$ cat src/rtl/cond_seq_pkg.sv
// Shared definitions for the conditional-select sequencer: state encoding and drain length.
// Optional build macro COND_SEQ_STATS_EN is consumed by cond_select_sequencer, not here.
package cond_seq_pkg;

    typedef logic [2:0] state_t;

    localparam state_t S_IDLE   = 3'd0;
    localparam state_t S_DELAY  = 3'd1;
    localparam state_t S_ACTIVE = 3'd2;
    localparam state_t S_DRAIN  = 3'd3;
    localparam state_t S_DONE   = 3'd4;

    // The select unit registers its output once, so one idle cycle flushes it.
    localparam int DRAIN_CYCLES = 1;

endpackage

$ cat src/rtl/cond_pattern_gen.sv
// Periodic selector pattern: a phase counter wrapping at period-1, pattern = (phase < duty).
// A period of 0 behaves as a period of 1 (phase stays at 0).
module cond_pattern_gen #(
    parameter int CNT_W = 16
) (
    input  logic             clk,
    input  logic             rst,
    input  logic [CNT_W-1:0] i_period,
    input  logic [CNT_W-1:0] i_duty,
    input  logic             i_step,
    input  logic             i_clear,
    output logic             o_pattern
);

    localparam logic [CNT_W-1:0] CNT_ONE = CNT_W'(1);

    logic [CNT_W-1:0] r_phase;
    logic             w_wrap;

    assign w_wrap    = (i_period <= CNT_ONE) || (r_phase == (i_period - CNT_ONE));
    assign o_pattern = (r_phase < i_duty);

    always_ff @(posedge clk) begin
        if (rst || i_clear) begin
            r_phase <= '0;
        end else if (i_step) begin
            r_phase <= w_wrap ? '0 : (r_phase + CNT_ONE);
        end
    end

endmodule

$ cat src/rtl/cond_select_sequencer.sv
// Drives the selector/enable of a registered 2:1 select unit for a programmed number of cycles.
// Define COND_SEQ_STATS_EN to add the stat_ones output (count of selector=1 cycles in the sequence).
module cond_select_sequencer
    import cond_seq_pkg::*;
#(
    parameter int DELAY_W = 32,
    parameter int CNT_W   = 16
) (
    input  logic               clk,
    input  logic               rst,
    input  logic               running,
    input  logic               run,
    input  logic [DELAY_W-1:0] cfg_delay,
    input  logic [CNT_W-1:0]   cfg_period,
    input  logic [CNT_W-1:0]   cfg_duty,
    input  logic [CNT_W-1:0]   cfg_iter,
    output logic [31:0]        sel_out,
    output logic               sel_valid,
    output logic               busy,
    output logic               done
`ifdef COND_SEQ_STATS_EN
    ,
    output logic [CNT_W-1:0]   stat_ones
`endif
);

    localparam logic [CNT_W-1:0]   CNT_ONE   = CNT_W'(1);
    localparam logic [DELAY_W-1:0] DELAY_ONE = DELAY_W'(1);
    localparam logic [3:0]         DRAIN_INIT = 4'(DRAIN_CYCLES - 1);

    state_t             r_state;
    logic [DELAY_W-1:0] r_delay_cnt;
    logic [CNT_W-1:0]   r_iter_cnt;
    logic [CNT_W-1:0]   r_period;
    logic [CNT_W-1:0]   r_duty;
    logic [3:0]         r_drain_cnt;
    logic               r_sel_hold;

    logic w_accept;
    logic w_active;
    logic w_pattern;

    assign w_accept = running && run && ((r_state == S_IDLE) || (r_state == S_DONE));
    assign w_active = (r_state == S_ACTIVE);

    cond_pattern_gen #(
        .CNT_W (CNT_W)
    ) u_pattern (
        .clk       (clk),
        .rst       (rst),
        .i_period  (r_period),
        .i_duty    (r_duty),
        .i_step    (w_active && running),
        .i_clear   (w_accept || !running),
        .o_pattern (w_pattern)
    );

    always_ff @(posedge clk) begin
        if (rst || !running) begin
            r_state     <= S_IDLE;
            r_delay_cnt <= '0;
            r_iter_cnt  <= '0;
            r_period    <= '0;
            r_duty      <= '0;
            r_drain_cnt <= '0;
            r_sel_hold  <= 1'b0;
        end else begin
            case (r_state)
                S_IDLE, S_DONE: begin
                    if (run) begin
                        r_delay_cnt <= cfg_delay;
                        r_iter_cnt  <= cfg_iter;
                        r_period    <= cfg_period;
                        r_duty      <= cfg_duty;
                        if (cfg_iter == '0)
                            r_state <= S_DONE;
                        else if (cfg_delay != '0)
                            r_state <= S_DELAY;
                        else
                            r_state <= S_ACTIVE;
                    end
                end
                S_DELAY: begin
                    r_delay_cnt <= r_delay_cnt - DELAY_ONE;
                    if (r_delay_cnt == DELAY_ONE)
                        r_state <= S_ACTIVE;
                end
                S_ACTIVE: begin
                    // Remember the emitted bit so sel_out holds once sel_valid drops.
                    r_sel_hold <= w_pattern;
                    r_iter_cnt <= r_iter_cnt - CNT_ONE;
                    if (r_iter_cnt == CNT_ONE) begin
                        r_state     <= S_DRAIN;
                        r_drain_cnt <= DRAIN_INIT;
                    end
                end
                S_DRAIN: begin
                    if (r_drain_cnt == '0)
                        r_state <= S_DONE;
                    else
                        r_drain_cnt <= r_drain_cnt - 4'd1;
                end
                default: r_state <= S_IDLE;
            endcase
        end
    end

`ifdef COND_SEQ_STATS_EN
    logic [CNT_W-1:0] r_stat_ones;

    always_ff @(posedge clk) begin
        if (rst || !running || w_accept)
            r_stat_ones <= '0;
        else if (w_active && w_pattern)
            r_stat_ones <= r_stat_ones + CNT_ONE;
    end

    assign stat_ones = r_stat_ones;
`endif

    assign sel_valid = w_active;
    assign sel_out   = {31'b0, (w_active ? w_pattern : r_sel_hold)};
    assign busy      = (r_state == S_DELAY) || w_active || (r_state == S_DRAIN);
    assign done      = (r_state == S_DONE);

endmodule

$ cat config.mk
export PLATFORM = sky130hd
export DESIGN_NAME = cond_select_sequencer
export DESIGN_NICKNAME = d
export VERILOG_FILES = /design/src/rtl/cond_seq_pkg.sv /design/src/rtl/cond_pattern_gen.sv /design/src/rtl/cond_select_sequencer.sv
export SDC_FILE = /design/constraint.sdc
export NUM_CORES = 1
export LEC_CHECK = 0
export ABC_AREA = 1
export BUFFER_PORTS_ARGS = -buffer_cell sky130_fd_sc_hd__buf_2
export CAP_MARGIN = 10
export CORE_ASPECT_RATIO = 1.4
export CORE_MARGIN = 2
export CORE_UTILIZATION = 30
export DETAILED_ROUTE_END_ITERATION = 8
export PLACE_DENSITY = 0.48
export RECOVER_POWER = 100
export SLEW_MARGIN = 20
export SYNTH_ARGS = -nofsm -noshare
export SYNTH_HDL_FRONTEND = slang
export SYNTH_SLANG_ARGS = --single-unit
$ cat constraint.sdc
create_clock -name clk -period 1.9 [get_ports clk]
set_clock_uncertainty 0.1 [all_clocks]
set_input_delay 0.285 -clock clk [delete_from_list [all_inputs] [get_ports clk]]
set_output_delay 0.285 -clock clk [all_outputs]
set_load 0.1 [all_outputs]
==> results.txt <==
----------------------------------------------------
[Logic synthesis]
  Post-synthesis area per instance ... 6.417 µm²
  Fraction of synthesized cell area in xor and xnor cells ... 4.902%
  Complex-gate fraction of the synthesized area ... 15.89%
  Total number of yosys warnings ... 0
  Number of enable flip-flop cells after synthesis ... 0
  Post-Synthesis Cells ... 1,058
  Fraction of the yosys area taken by sequential cells ... 30.67%
  Combinational family with the most area after synthesis ... simple AND/OR/NAND/NOR gates
  Mux share of post-synthesis cell area ... 0.1474%
  Flip-flop cell with the highest count after synthesis ... sky130_fd_sc_hd__dfxtp_1
  Cell area after technology mapping ... 6789 µm²
  Simple-gate portion of the synthesized area ... 32.58%
  Number of library cell types mapped by synthesis ... 45
  Arithmetic-cell share of the synthesized area counting full adders, half adders and majority gates ... 4.423%
  Share of flip-flops with an asynchronous set or reset ... 0%
  Synth Register Bits ... 104

[Drt]
  DR iter-0 viols ... 257
  Number of vias per cell after detailed routing ... 4.634
  Mean routed wirelength per cell ... 13.64 µm
  Aggregate routed wire length ... 21.41 mm
  Final ANT Viol Nets ... 0
  DRC violations left ... 0
  First drt pass iteration count ... 4
  Total number of vias ... 7,275

[Timing]
  Final Hold Fails ... 0
  Final Max Slew Viols ... 0
  Worst hold slack across all endpoints ... 0.06382 ns
  Highest Clock Rate ... 0.4459 GHz
  Final clock period utilization by the worst path ... 118.0%
  Final setup TNS ... -0.7297 ns
  Min setup slack post-route ... -0.3429 ns
  Number of setup violations in the final report ... 21
  Period minus WS final ... 2.243 ns
  Unrepaired setup endpoints after global routing ... yes

[Critical path]
  Crit path required time ... 1.51 ns
  Data arrival time of the critical path ... 1.86 ns
  Launching element type of the critical path ... register
  Maximum fanout along the worst path ... 2
  Critical Setup Path Class ... register to output port
  Worst R2R Start ... r_state[1]$_SDFFE_PP0P_
  Worst R2R Setup Slack ... -0.04 ns
  Nature of the critical path endpoint ... output port
  Cell count of the worst reg-to-reg path ... 8
  Endpoint of the lowest-slack register-to-register path ... r_iter_cnt[5]$_SDFFE_PP0P_

[Power and ir drop]
  VDD IR max ... 0.4130 mV
  Cell area power density ... 689.5 nW/µm²
  Leakage ... 0.004235 µW

[Status]
  Outcome ... finished, violations left
  Violated checks ... setup timing

[Global route]
  Residual overflow from global routing ... 0
  Vias in the first global route ... 7,145
  Pin count of the biggest net entering global routing ... 48
  Wire length of the first global-routing pass ... 34.66 mm
  Antenna violations before repair ... 2
  GRT Total Usage ... 17.97%

[Layout]
  Final standard cell area without fillers ... 9097 µm²
  Share of post-route cells with drive strength above 1 ... 27.11%
  ANT cells ... 0
  Nets@finish ... 1,372
  Layout area overhead ... 34.00%
  Utilization of the core after routing ... 40.68%

[Clock tree]
  Number of hold buffers added after CTS ... 0
  Clock latency of the later-clocked register in the worst-skew pair ... 0.36 ns
  Total clock buffers created by CTS ... 9
  Root buffer cell ... sky130_fd_sc_hd__clkbuf_16
  Clock slew at the register clock pins of the worst setup and hold paths ... 0.08 ns
  Clock tree from TritonCTS ... built
  H-tree Lvls ... 3
  Clock tree buffer depth ... 2
  Clock sink count ... 104

[Placed design]
  Placed cell areas ... 8468 µm²
  IO buf count ... 87
  Routability Congestion ... 0.8318
  Placed wire-length estimate after detailed placement ... 17.01 mm

[Floorplanning]
  Core footprint ... 22,370 µm²
  Number of core rows ... 65
  Full die area ... 23,870 µm²
  Die Wd ... 131.1 µm
  Die Ht ... 182.0 µm
  Initial cell density of the core ... 30.36%
  Number of top-level pins ... 119

[Min path]
  Class of the tightest hold or removal check ... primary input to register
  Hold Path End ... r_duty[0]$_SDFFE_PP0P_
  Hold path depth ... 3
  Hold path start ... cfg_duty[0]

[Flow run]
  Total of max-cap violations ... 0

----------------------------------------------------
==> sequential cells by signal (all words and copies together) (netlist names) <==
signal / count
r_delay_cnt: 32
r_iter_cnt: 16
r_drain_cnt: 4
r_state: 3
r_period: 16
r_duty: 16
r_sel_hold: 1
u_pattern.r_phase: 16
==> cell usage in the layout, fill, tap and decap left out, types with 9 or more instances in the layout <==
cell type and count:
sky130_fd_sc_hd__ha_1 19, sky130_fd_sc_hd__nor2_4 13, sky130_fd_sc_hd__o21ai_0 71, sky130_fd_sc_hd__xnor2_1 10, sky130_fd_sc_hd__a31oi_1 10, sky130_fd_sc_hd__inv_2 9, sky130_fd_sc_hd__xor2_1 27, sky130_fd_sc_hd__buf_4 130
sky130_fd_sc_hd__buf_2 84, sky130_fd_sc_hd__nand3_1 51, sky130_fd_sc_hd__nor3_1 10, sky130_fd_sc_hd__nor4_1 15, sky130_fd_sc_hd__nand2_2 15, sky130_fd_sc_hd__nand2_1 238, sky130_fd_sc_hd__dfxtp_1 90, sky130_fd_sc_hd__inv_1 97
sky130_fd_sc_hd__clkbuf_16 9, sky130_fd_sc_hd__dfxtp_2 13, sky130_fd_sc_hd__nor2_1 127, sky130_fd_sc_hd__conb_1 31, sky130_fd_sc_hd__o21ai_1 11, sky130_fd_sc_hd__a21oi_1 74, sky130_fd_sc_hd__nor2_2 24, sky130_fd_sc_hd__nand4_1 14
==> routing by layer <==
metal	global-route usage (%)	routed length, µm
met2	36.06	11960
met3	2.680	549
met5	0	28
met1	18.68	8319
met4	6.435	550
==> area by class of cell <==
class | instances | area [µm²]
Inverter | 109 | 416.7
Clock inverter | 7 | 60.06
Timing Repair Buffer | 227 | 1585
Sequential cell | 104 | 2102
Multi-Input combinational cell | 813 | 4332
Clock buffer | 9 | 225.2
Tap cell | 301 | 376.6
Fill cell | 2501 | 13270
==> power by group <==
part,internal [µW],switching (µW),total [µW]
clock,919,959,1880
sequential,2260,74.2,2340
combinational,787,1270,2060
==> worst max path at each step <==
stage / start / to / slack (ns) / depth (start not counted)
floorplan: r_state[2]$_SDFFE_PP0P_ / sel_out[0] / -0.27 / 6
global placement: r_duty[1]$_SDFFE_PP0P_ / sel_out[0] / -0.18 / 9
detailed placement: r_duty[3]$_SDFFE_PP0P_ / sel_out[0] / -0.16 / 9
CTS: r_duty[1]$_SDFFE_PP0P_ / sel_out[0] / -0.42 / 9
global route: r_duty[3]$_SDFFE_PP0P_ / sel_out[0] / -0.44 / 9
finish: r_duty[3]$_SDFFE_PP0P_ / sel_out[0] / -0.34 / 9
==> synth_stat cells (3+ instances only) <==
cell type                  instances  share of area (%)
sky130_fd_sc_hd__inv_1           104                5.8
sky130_fd_sc_hd__dfxtp_1         104                 31
sky130_fd_sc_hd__nand2_2           3               0.28
sky130_fd_sc_hd__nor2_2            6               0.55
sky130_fd_sc_hd__a221oi_1          9                1.2
sky130_fd_sc_hd__xor2_1           28                3.6
sky130_fd_sc_hd__nand3_1          51                3.8
sky130_fd_sc_hd__xnor2_1          10                1.3
sky130_fd_sc_hd__nand4_1          14                1.3
sky130_fd_sc_hd__clkbuf_1         28                1.5
sky130_fd_sc_hd__a31oi_1          10               0.92
sky130_fd_sc_hd__o21ai_0          82                6.0
sky130_fd_sc_hd__ha_1             24                4.4
sky130_fd_sc_hd__a21oi_1          78                5.8
sky130_fd_sc_hd__buf_4            31                3.4
sky130_fd_sc_hd__o221ai_1          3               0.39
sky130_fd_sc_hd__inv_2             4               0.22
sky130_fd_sc_hd__nor2_4            3               0.50
sky130_fd_sc_hd__nor2_1          155                8.6
sky130_fd_sc_hd__nor4_1           16                1.5
sky130_fd_sc_hd__nand3b_1          4               0.44
sky130_fd_sc_hd__nand2_1         252                 14
sky130_fd_sc_hd__nor3_1           11               0.81
==> through the flow <==
stage          setup slack, ns  power [µW]  cells
2_1_floorplan          -0.2666        3630   1088
3_3_place_gp           -0.1798        4311   1546
3_5_place_dp           -0.1634        4311   1546
4_1_cts                -0.4222        6253   1563
5_1_grt                -0.4441        6671   1570
6_report               -0.3429        6272   1570
==> repair_timing <==
| item | CTS | global route |
|---|---|---|
| buffers inserted | 1 | 7 |
| setup endpoints to repair | 30 | 42 |
| gates cloned | 0 | 0 |
| pin swaps | 16 | 28 |
| resized for setup | 28 | 82 |
==> worst max-delay path: stages (launching register included) <==
cell and delay, ns:
sky130_fd_sc_hd__dfxtp_2 0.32, sky130_fd_sc_hd__inv_2 0.07, sky130_fd_sc_hd__ha_4 0.20, sky130_fd_sc_hd__a21oi_2 0.12
sky130_fd_sc_hd__o21ai_1 0.07, sky130_fd_sc_hd__nor3b_2 0.15, sky130_fd_sc_hd__o21ai_1 0.16, sky130_fd_sc_hd__nand3_1 0.13
sky130_fd_sc_hd__nand2_2 0.11, sky130_fd_sc_hd__buf_12 0.17
==> cell families after synthesis <==
logic type	Yosys count
DFF	104
other	1
AOI/OAI and AO/OA	196
xor gates and xnor gates	38
and+or+nand+nor	523
adders and majority gates	24
buffers and inverters	171
muxes	1
No activity file was read; power rests on OpenSTA's default activity.
